`src/rtl/mem_arb_pkg.sv`:
```
// Shared types and constants for the Memoria port arbiter.
// Optional round-robin tie-break is enabled with MEM_ARB_ROUND_ROBIN_EN.
package mem_arb_pkg;

   typedef enum logic [1:0] {
      IDLE  = 2'd0,
      ISSUE = 2'd1,
      WAIT  = 2'd2,
      RESP  = 2'd3
   } arb_state_t;

   localparam logic OWNER_CPU = 1'b0;
   localparam logic OWNER_DBG = 1'b1;

   localparam int unsigned CNT_W = 4;

endpackage

```
`src/rtl/mem_arb_pick.sv`:
```
// Combinational winner selection between the CPU and debug requesters.
// MEM_ARB_ROUND_ROBIN_EN: ties go to the requester that did not own the last access.
module mem_arb_pick
   import mem_arb_pkg::*;
(
   input  logic cpu_req,
   input  logic dbg_req,
`ifdef MEM_ARB_ROUND_ROBIN_EN
   input  logic last_owner,
`endif
   output logic any_req,
   output logic win_owner
);

   always_comb begin
      any_req   = cpu_req | dbg_req;
      win_owner = OWNER_CPU;
      if (cpu_req && dbg_req) begin
`ifdef MEM_ARB_ROUND_ROBIN_EN
         win_owner = ~last_owner;
`else
         win_owner = OWNER_CPU;
`endif
      end else if (dbg_req) begin
         win_owner = OWNER_DBG;
      end
   end

endmodule

```
`src/rtl/mem_port_arbiter.sv`:
```
// Sequences single-port Memoria accesses for the CPU and debug/loader ports.
// MEM_ARB_ROUND_ROBIN_EN selects round-robin tie-breaking instead of fixed CPU priority.
module mem_port_arbiter
   import mem_arb_pkg::*;
#(
   parameter int unsigned ADDR_W = 32,
   parameter int unsigned DATA_W = 32,
   parameter int unsigned RD_LAT = 2
) (
   input  logic              Clk,
   input  logic              reset,
   input  logic              cpu_req,
   input  logic              cpu_wr,
   input  logic [ADDR_W-1:0] cpu_addr,
   input  logic [DATA_W-1:0] cpu_wdata,
   output logic              cpu_gnt,
   output logic              cpu_rvalid,
   output logic [DATA_W-1:0] cpu_rdata,
   input  logic              dbg_req,
   input  logic              dbg_wr,
   input  logic [ADDR_W-1:0] dbg_addr,
   input  logic [DATA_W-1:0] dbg_wdata,
   output logic              dbg_gnt,
   output logic              dbg_rvalid,
   output logic [DATA_W-1:0] dbg_rdata,
   output logic [ADDR_W-1:0] mem_addr,
   output logic              mem_wr,
   output logic [DATA_W-1:0] mem_wdata,
   input  logic [DATA_W-1:0] mem_rdata,
   output logic              busy,
   output logic              owner
);

   if (RD_LAT < 1 || RD_LAT > 15) begin : g_bad_rd_lat
      $error("mem_port_arbiter: RD_LAT must be in 1..15");
   end

   arb_state_t        state;
   arb_state_t        state_nxt;

   logic              lat_wr;
   logic [ADDR_W-1:0] lat_addr;
   logic [DATA_W-1:0] lat_wdata;
   logic              lat_owner;
   logic [CNT_W-1:0]  rd_cnt;
   logic [DATA_W-1:0] cpu_rdata_q;
   logic [DATA_W-1:0] dbg_rdata_q;

   logic              pick_any;
   logic              pick_owner;
   logic              rd_last;

`ifdef MEM_ARB_ROUND_ROBIN_EN
   logic              last_owner;
`endif

   mem_arb_pick u_pick (
      .cpu_req    (cpu_req),
      .dbg_req    (dbg_req),
`ifdef MEM_ARB_ROUND_ROBIN_EN
      .last_owner (last_owner),
`endif
      .any_req    (pick_any),
      .win_owner  (pick_owner)
   );

   assign rd_last = (rd_cnt == CNT_W'(1));

   always_ff @(posedge Clk) begin
      if (reset) begin
         state       <= IDLE;
         lat_wr      <= 1'b0;
         lat_addr    <= '0;
         lat_wdata   <= '0;
         lat_owner   <= OWNER_CPU;
         rd_cnt      <= '0;
         cpu_rdata_q <= '0;
         dbg_rdata_q <= '0;
      end else begin
         state <= state_nxt;
         case (state)
            IDLE: begin
               if (pick_any) begin
                  lat_owner <= pick_owner;
                  if (pick_owner == OWNER_DBG) begin
                     lat_wr    <= dbg_wr;
                     lat_addr  <= dbg_addr;
                     lat_wdata <= dbg_wdata;
                  end else begin
                     lat_wr    <= cpu_wr;
                     lat_addr  <= cpu_addr;
                     lat_wdata <= cpu_wdata;
                  end
               end
            end
            ISSUE: begin
               if (!lat_wr) begin
                  rd_cnt <= CNT_W'(RD_LAT);
               end
            end
            WAIT: begin
               rd_cnt <= rd_cnt - CNT_W'(1);
               if (rd_last) begin
                  if (lat_owner == OWNER_DBG) begin
                     dbg_rdata_q <= mem_rdata;
                  end else begin
                     cpu_rdata_q <= mem_rdata;
                  end
               end
            end
            default: ;
         endcase
      end
   end

`ifdef MEM_ARB_ROUND_ROBIN_EN
   // Starting from DBG lets the CPU take the first tie after reset.
   always_ff @(posedge Clk) begin
      if (reset) begin
         last_owner <= OWNER_DBG;
      end else if (state == ISSUE) begin
         last_owner <= lat_owner;
      end
   end
`endif

   always_comb begin
      state_nxt  = state;
      cpu_gnt    = 1'b0;
      dbg_gnt    = 1'b0;
      cpu_rvalid = 1'b0;
      dbg_rvalid = 1'b0;
      mem_wr     = 1'b0;
      case (state)
         IDLE: begin
            if (pick_any) begin
               state_nxt = ISSUE;
            end
         end
         ISSUE: begin
            mem_wr    = lat_wr;
            cpu_gnt   = (lat_owner == OWNER_CPU);
            dbg_gnt   = (lat_owner == OWNER_DBG);
            state_nxt = lat_wr ? IDLE : WAIT;
         end
         WAIT: begin
            if (rd_last) begin
               state_nxt = RESP;
            end
         end
         RESP: begin
            cpu_rvalid = (lat_owner == OWNER_CPU);
            dbg_rvalid = (lat_owner == OWNER_DBG);
            state_nxt  = IDLE;
         end
         default: state_nxt = IDLE;
      endcase
   end

   // The latch only changes when leaving IDLE, so the memory bus holds between accesses.
   assign mem_addr   = lat_addr;
   assign mem_wdata  = lat_wdata;
   assign busy       = (state != IDLE);
   assign owner      = lat_owner;
   assign cpu_rdata  = cpu_rdata_q;
   assign dbg_rdata  = dbg_rdata_q;

endmodule

```
`config.mk`:
```
export PLATFORM = sky130hd
export DESIGN_NAME = mem_port_arbiter
export DESIGN_NICKNAME = d
export VERILOG_FILES = /design/src/rtl/mem_arb_pkg.sv /design/src/rtl/mem_arb_pick.sv /design/src/rtl/mem_port_arbiter.sv
export SDC_FILE = /design/constraint.sdc
export NUM_CORES = 1
export LEC_CHECK = 0
export BUFFER_PORTS_ARGS = -buffer_cell sky130_fd_sc_hd__buf_2
export CORE_UTILIZATION = 41
export DETAILED_ROUTE_END_ITERATION = 6
export GPL_TIMING_DRIVEN = 0
export PLACE_DENSITY = 0.86
export SYNTH_ARGS = -nofsm -noshare
export SYNTH_HDL_FRONTEND = slang
export SYNTH_SLANG_ARGS = --single-unit
```
`constraint.sdc`:
```
create_clock -name Clk -period 1.4 [get_ports Clk]
set_input_delay 0.14 -clock Clk [delete_from_list [all_inputs] [get_ports Clk]]
set_output_delay 0.14 -clock Clk [all_outputs]
set_load 0.02 [all_outputs]
```
==> key figures <==
Status
  – Outcome: complete, but fails checks
  – Failing checks: negative setup slack

Worst setup path
  – CP Launch Type: flop
  – WP data required: 1.74 ns
  – CP max FO: 10
  – CP Cell Sequence: nand2b_4 > or4_4 > buf_12 > mux2i_1
  – CP Class: flop to flop
  – Crit path max-delay family: simple AND/OR/NAND/NOR gates
  – CP max stage cell: or4_4
  – Critical Path AT: 1.86 ns
  – Slowest stage delay, CP: 0.56 ns
  – Crit. End Element: flop
  – Critical path buffers and inverters: 1

Drt
  – Initial DRC count: 622
  – Final WL: 25.8 mm
  – # DRC: 0
  – DR vias: 7,416
  – Post-route ant nets: 0
  – 1st-pass router iterations: 7
  – WL per Instance: 19.7 um
  – Vias per cell: 5.67

CTS
  – H-Tree Depth: 4
  – CTS buffer count: 17
  – Clock tree buffer depth: 2
  – CTS tree: built
  – Worst-Skew Late Latency: 0.42 ns
  – Clk sink count: 136
  – Worst-path clk slew: 0.06 ns
  – Root Driver: clkbuf_16

Synth
  – Number of flops mapped to enable cells by yosys: 0
  – Largest cells by area after synthesis: dfxtp_1 (46%), mux2i_1 (11%), nand2b_1 (11%)
  – Synth unique cells: 29
  – Mapped Nets: 833
  – Register bit total from synthesis: 136
  – Synthesized area: 5920 um^2
  – Yosys top cell by area: dfxtp_1
  – Most frequent cell after synthesis: dfxtp_1
  – Fraction of registers with async set/reset: 0
  – Mapped Cells: 665
  – Yosys Warn Count: 0
  – Post-synth top cells: dfxtp_1 (136), nand2_1 (132), nand2b_1 (100), a21oi_1 (71), a311oi_1 (65)
  – Synth top area share: 0.460
  – Syn Area/Cell: 8.90 um^2
  – Sequential share of the synthesized area: 0.460
  – Synth Flop Type: dfxtp_1

Global route
  – Number of global-route vias before repair: 7,329
  – Antenna violations before repair: 1
  – Global route total overflow: 0
  – Largest net degree at the start of global routing: 17
  – First-pass GRT wire length: 38.5 mm
  – GRT Total Usage: 0.337

Final layout
  – Fill count: 960
  – Nets: 1,282
  – Layout cell share with drive strength beyond 1: 0.356
  – Final Cell Area: 9920 um^2
  – Synthesis-to-finish area growth: 67.7%

Hold path
  – Hold Path Class: input pin to flop

Placed design
  – GPL Wtd Cong: 0.928
  – # port buffers: 299
  – Post-DP HPWL: 14.6 mm
  – Cell Area, Placed: 7700 um^2

STA
  – Clk_skew: 0.0170 ns
  – Least-Margin Pin Slew: 0.562 ns
  – Fin crit share: 1.09
  – Final Setup Violations: 55
  – Fmax: 0.655 GHz
  – Setup TNS: -4.42 ns
  – Relative slew margins: 0.625
  – Fin crit period: 1.53 ns
  – Setup ws final: -0.126 ns
  – RSZ-0062 raised after global routing: yes
  – Fin. Hold Viols: 0
  – Max-slew violations: 0
  – Hold slack: 0.00387 ns

Floorplanning
  – Initial Util: 0.423
  – Io pins: 301
  – Die area: 14,900 um^2
  – Core Box Area: 14,000 um^2
  – Chip width: 122 um
  – Die H: 122 um
  – Row count: 43

Power
  – Max IR drop VDD: 0.819 mV
  – Leakage: 4.70 nW
  – PD cells: 1210 nW/um^2

Job
  – Max cap viols: 0
## where the power goes
| group | leakage (nW) | total [mW] | switching [mW] | internal [mW] |
|---|---|---|---|---|
| sequential | 1.12 | 4.37 | 0.204 | 4.16 |
| combinational | 3.28 | 2.70 | 1.53 | 1.17 |
| clock | 0.309 | 4.90 | 1.79 | 3.12 |
| total | 4.70 | 12.0 | 3.52 | 8.45 |
## worst min-delay path, cell delays in order
cell	delay, ns
buf_2	0.10
nand2_1	0.06
a311oi_1	0.08
## what timing repair did
action,CTS,global route
endpoints found under the hold margin,63,0
hold buffers,112,0
endpoints found under the setup margin,134,139
pin swaps,2,15
buffers inserted,14,4
cloned,3,1
gates resized for setup,56,41
## cell type report
type                            count  area, um^2  area share
Multi-Input combinational cell    463        2990       0.301
Timing Repair Buffer              431        2870       0.289
Buffer                             61         447      0.0450
Clock buffer                       20         467      0.0470
Antenna cell                        2        5.00    0.000504
Clock inverter                     11         169      0.0170
Sequential cell                   136        2740       0.276
Tap cell                          180         225      0.0227
Inverter                            4        15.0     0.00151
## logic make-up after synthesis
kind of cell             synth area share
AO/OA/AOI/OAI                       0.164
adder cells (fa/ha/maj)           0.00423
buffers and inverters              0.0486
flip-flops                          0.460
multiplexers                        0.108
AND/OR/NAND/NOR                     0.215
## cell usage in the layout (no fill, tap or decap), types with 3 or more instances in the layout
cell / count
a311oi_2: 3
buf_8: 4
buf_6: 17
clkbuf_1: 26
buf_4: 13
clkbuf_16: 17
nand2_1: 132
mux2i_1: 64
buf_12: 8
a311oi_1: 62
dfxtp_1: 131
dlygate4sd3_1: 112
nor3_1: 3
clkbuf_2: 7
buf_1: 5
nand2b_1: 99
clkbuf_8: 4
nor2_1: 4
dfxtp_4: 4
bufinv_16: 4
buf_2: 297
a21oi_1: 71
## worst paths after layout
check | from | to | slack, ns | cells past startpoint
worst max-delay path | state[0]$_SDFFE_PP0P_ | dbg_rdata[18]$_SDFFE_PP0P_ | -0.13 | 4
worst max register to register | state[0]$_SDFFE_PP0P_ | dbg_rdata[18]$_SDFFE_PP0P_ | -0.13 | 4
worst min register to register | cpu_rdata[21]$_SDFFE_PP0P_ | cpu_rdata[21]$_SDFFE_PP0P_ | 0.47 | 2
worst min-delay path | dbg_wdata[0] | mem_wdata[0]$_SDFFE_PP0P_ | 0.004 | 3
## metrics by stage
stage,power [mW],utilization,worst slack (ns),cells
after global routing,12.3,0.709,-0.170,1307
after floorplan,5.66,-,-0.0899,665
final,12.0,0.709,-0.126,1308
after global placement,6.45,0.550,-0.356,1144
after CTS,11.6,0.703,-0.122,1303
after detailed placement,6.49,0.550,-0.392,1144
## per-layer routing
layer | share of wire | wire length (um) | GRT usage
met5 | 0 | 0 | 0
met4 | 0.077 | 1980 | 0.245
met3 | 0.11 | 2870 | 0.104
met2 | 0.47 | 12100 | 0.560
met1 | 0.34 | 8830 | 0.362
## state kept, by name (all words and copies together), names as in the netlist, named ones only
register and count:
cpu_rdata 32, dbg_rdata 32, mem_addr 32, mem_wdata 32
rd_cnt 4, lat_wr 1, owner 1, state 1
Power figures use the tool's default switching activity.
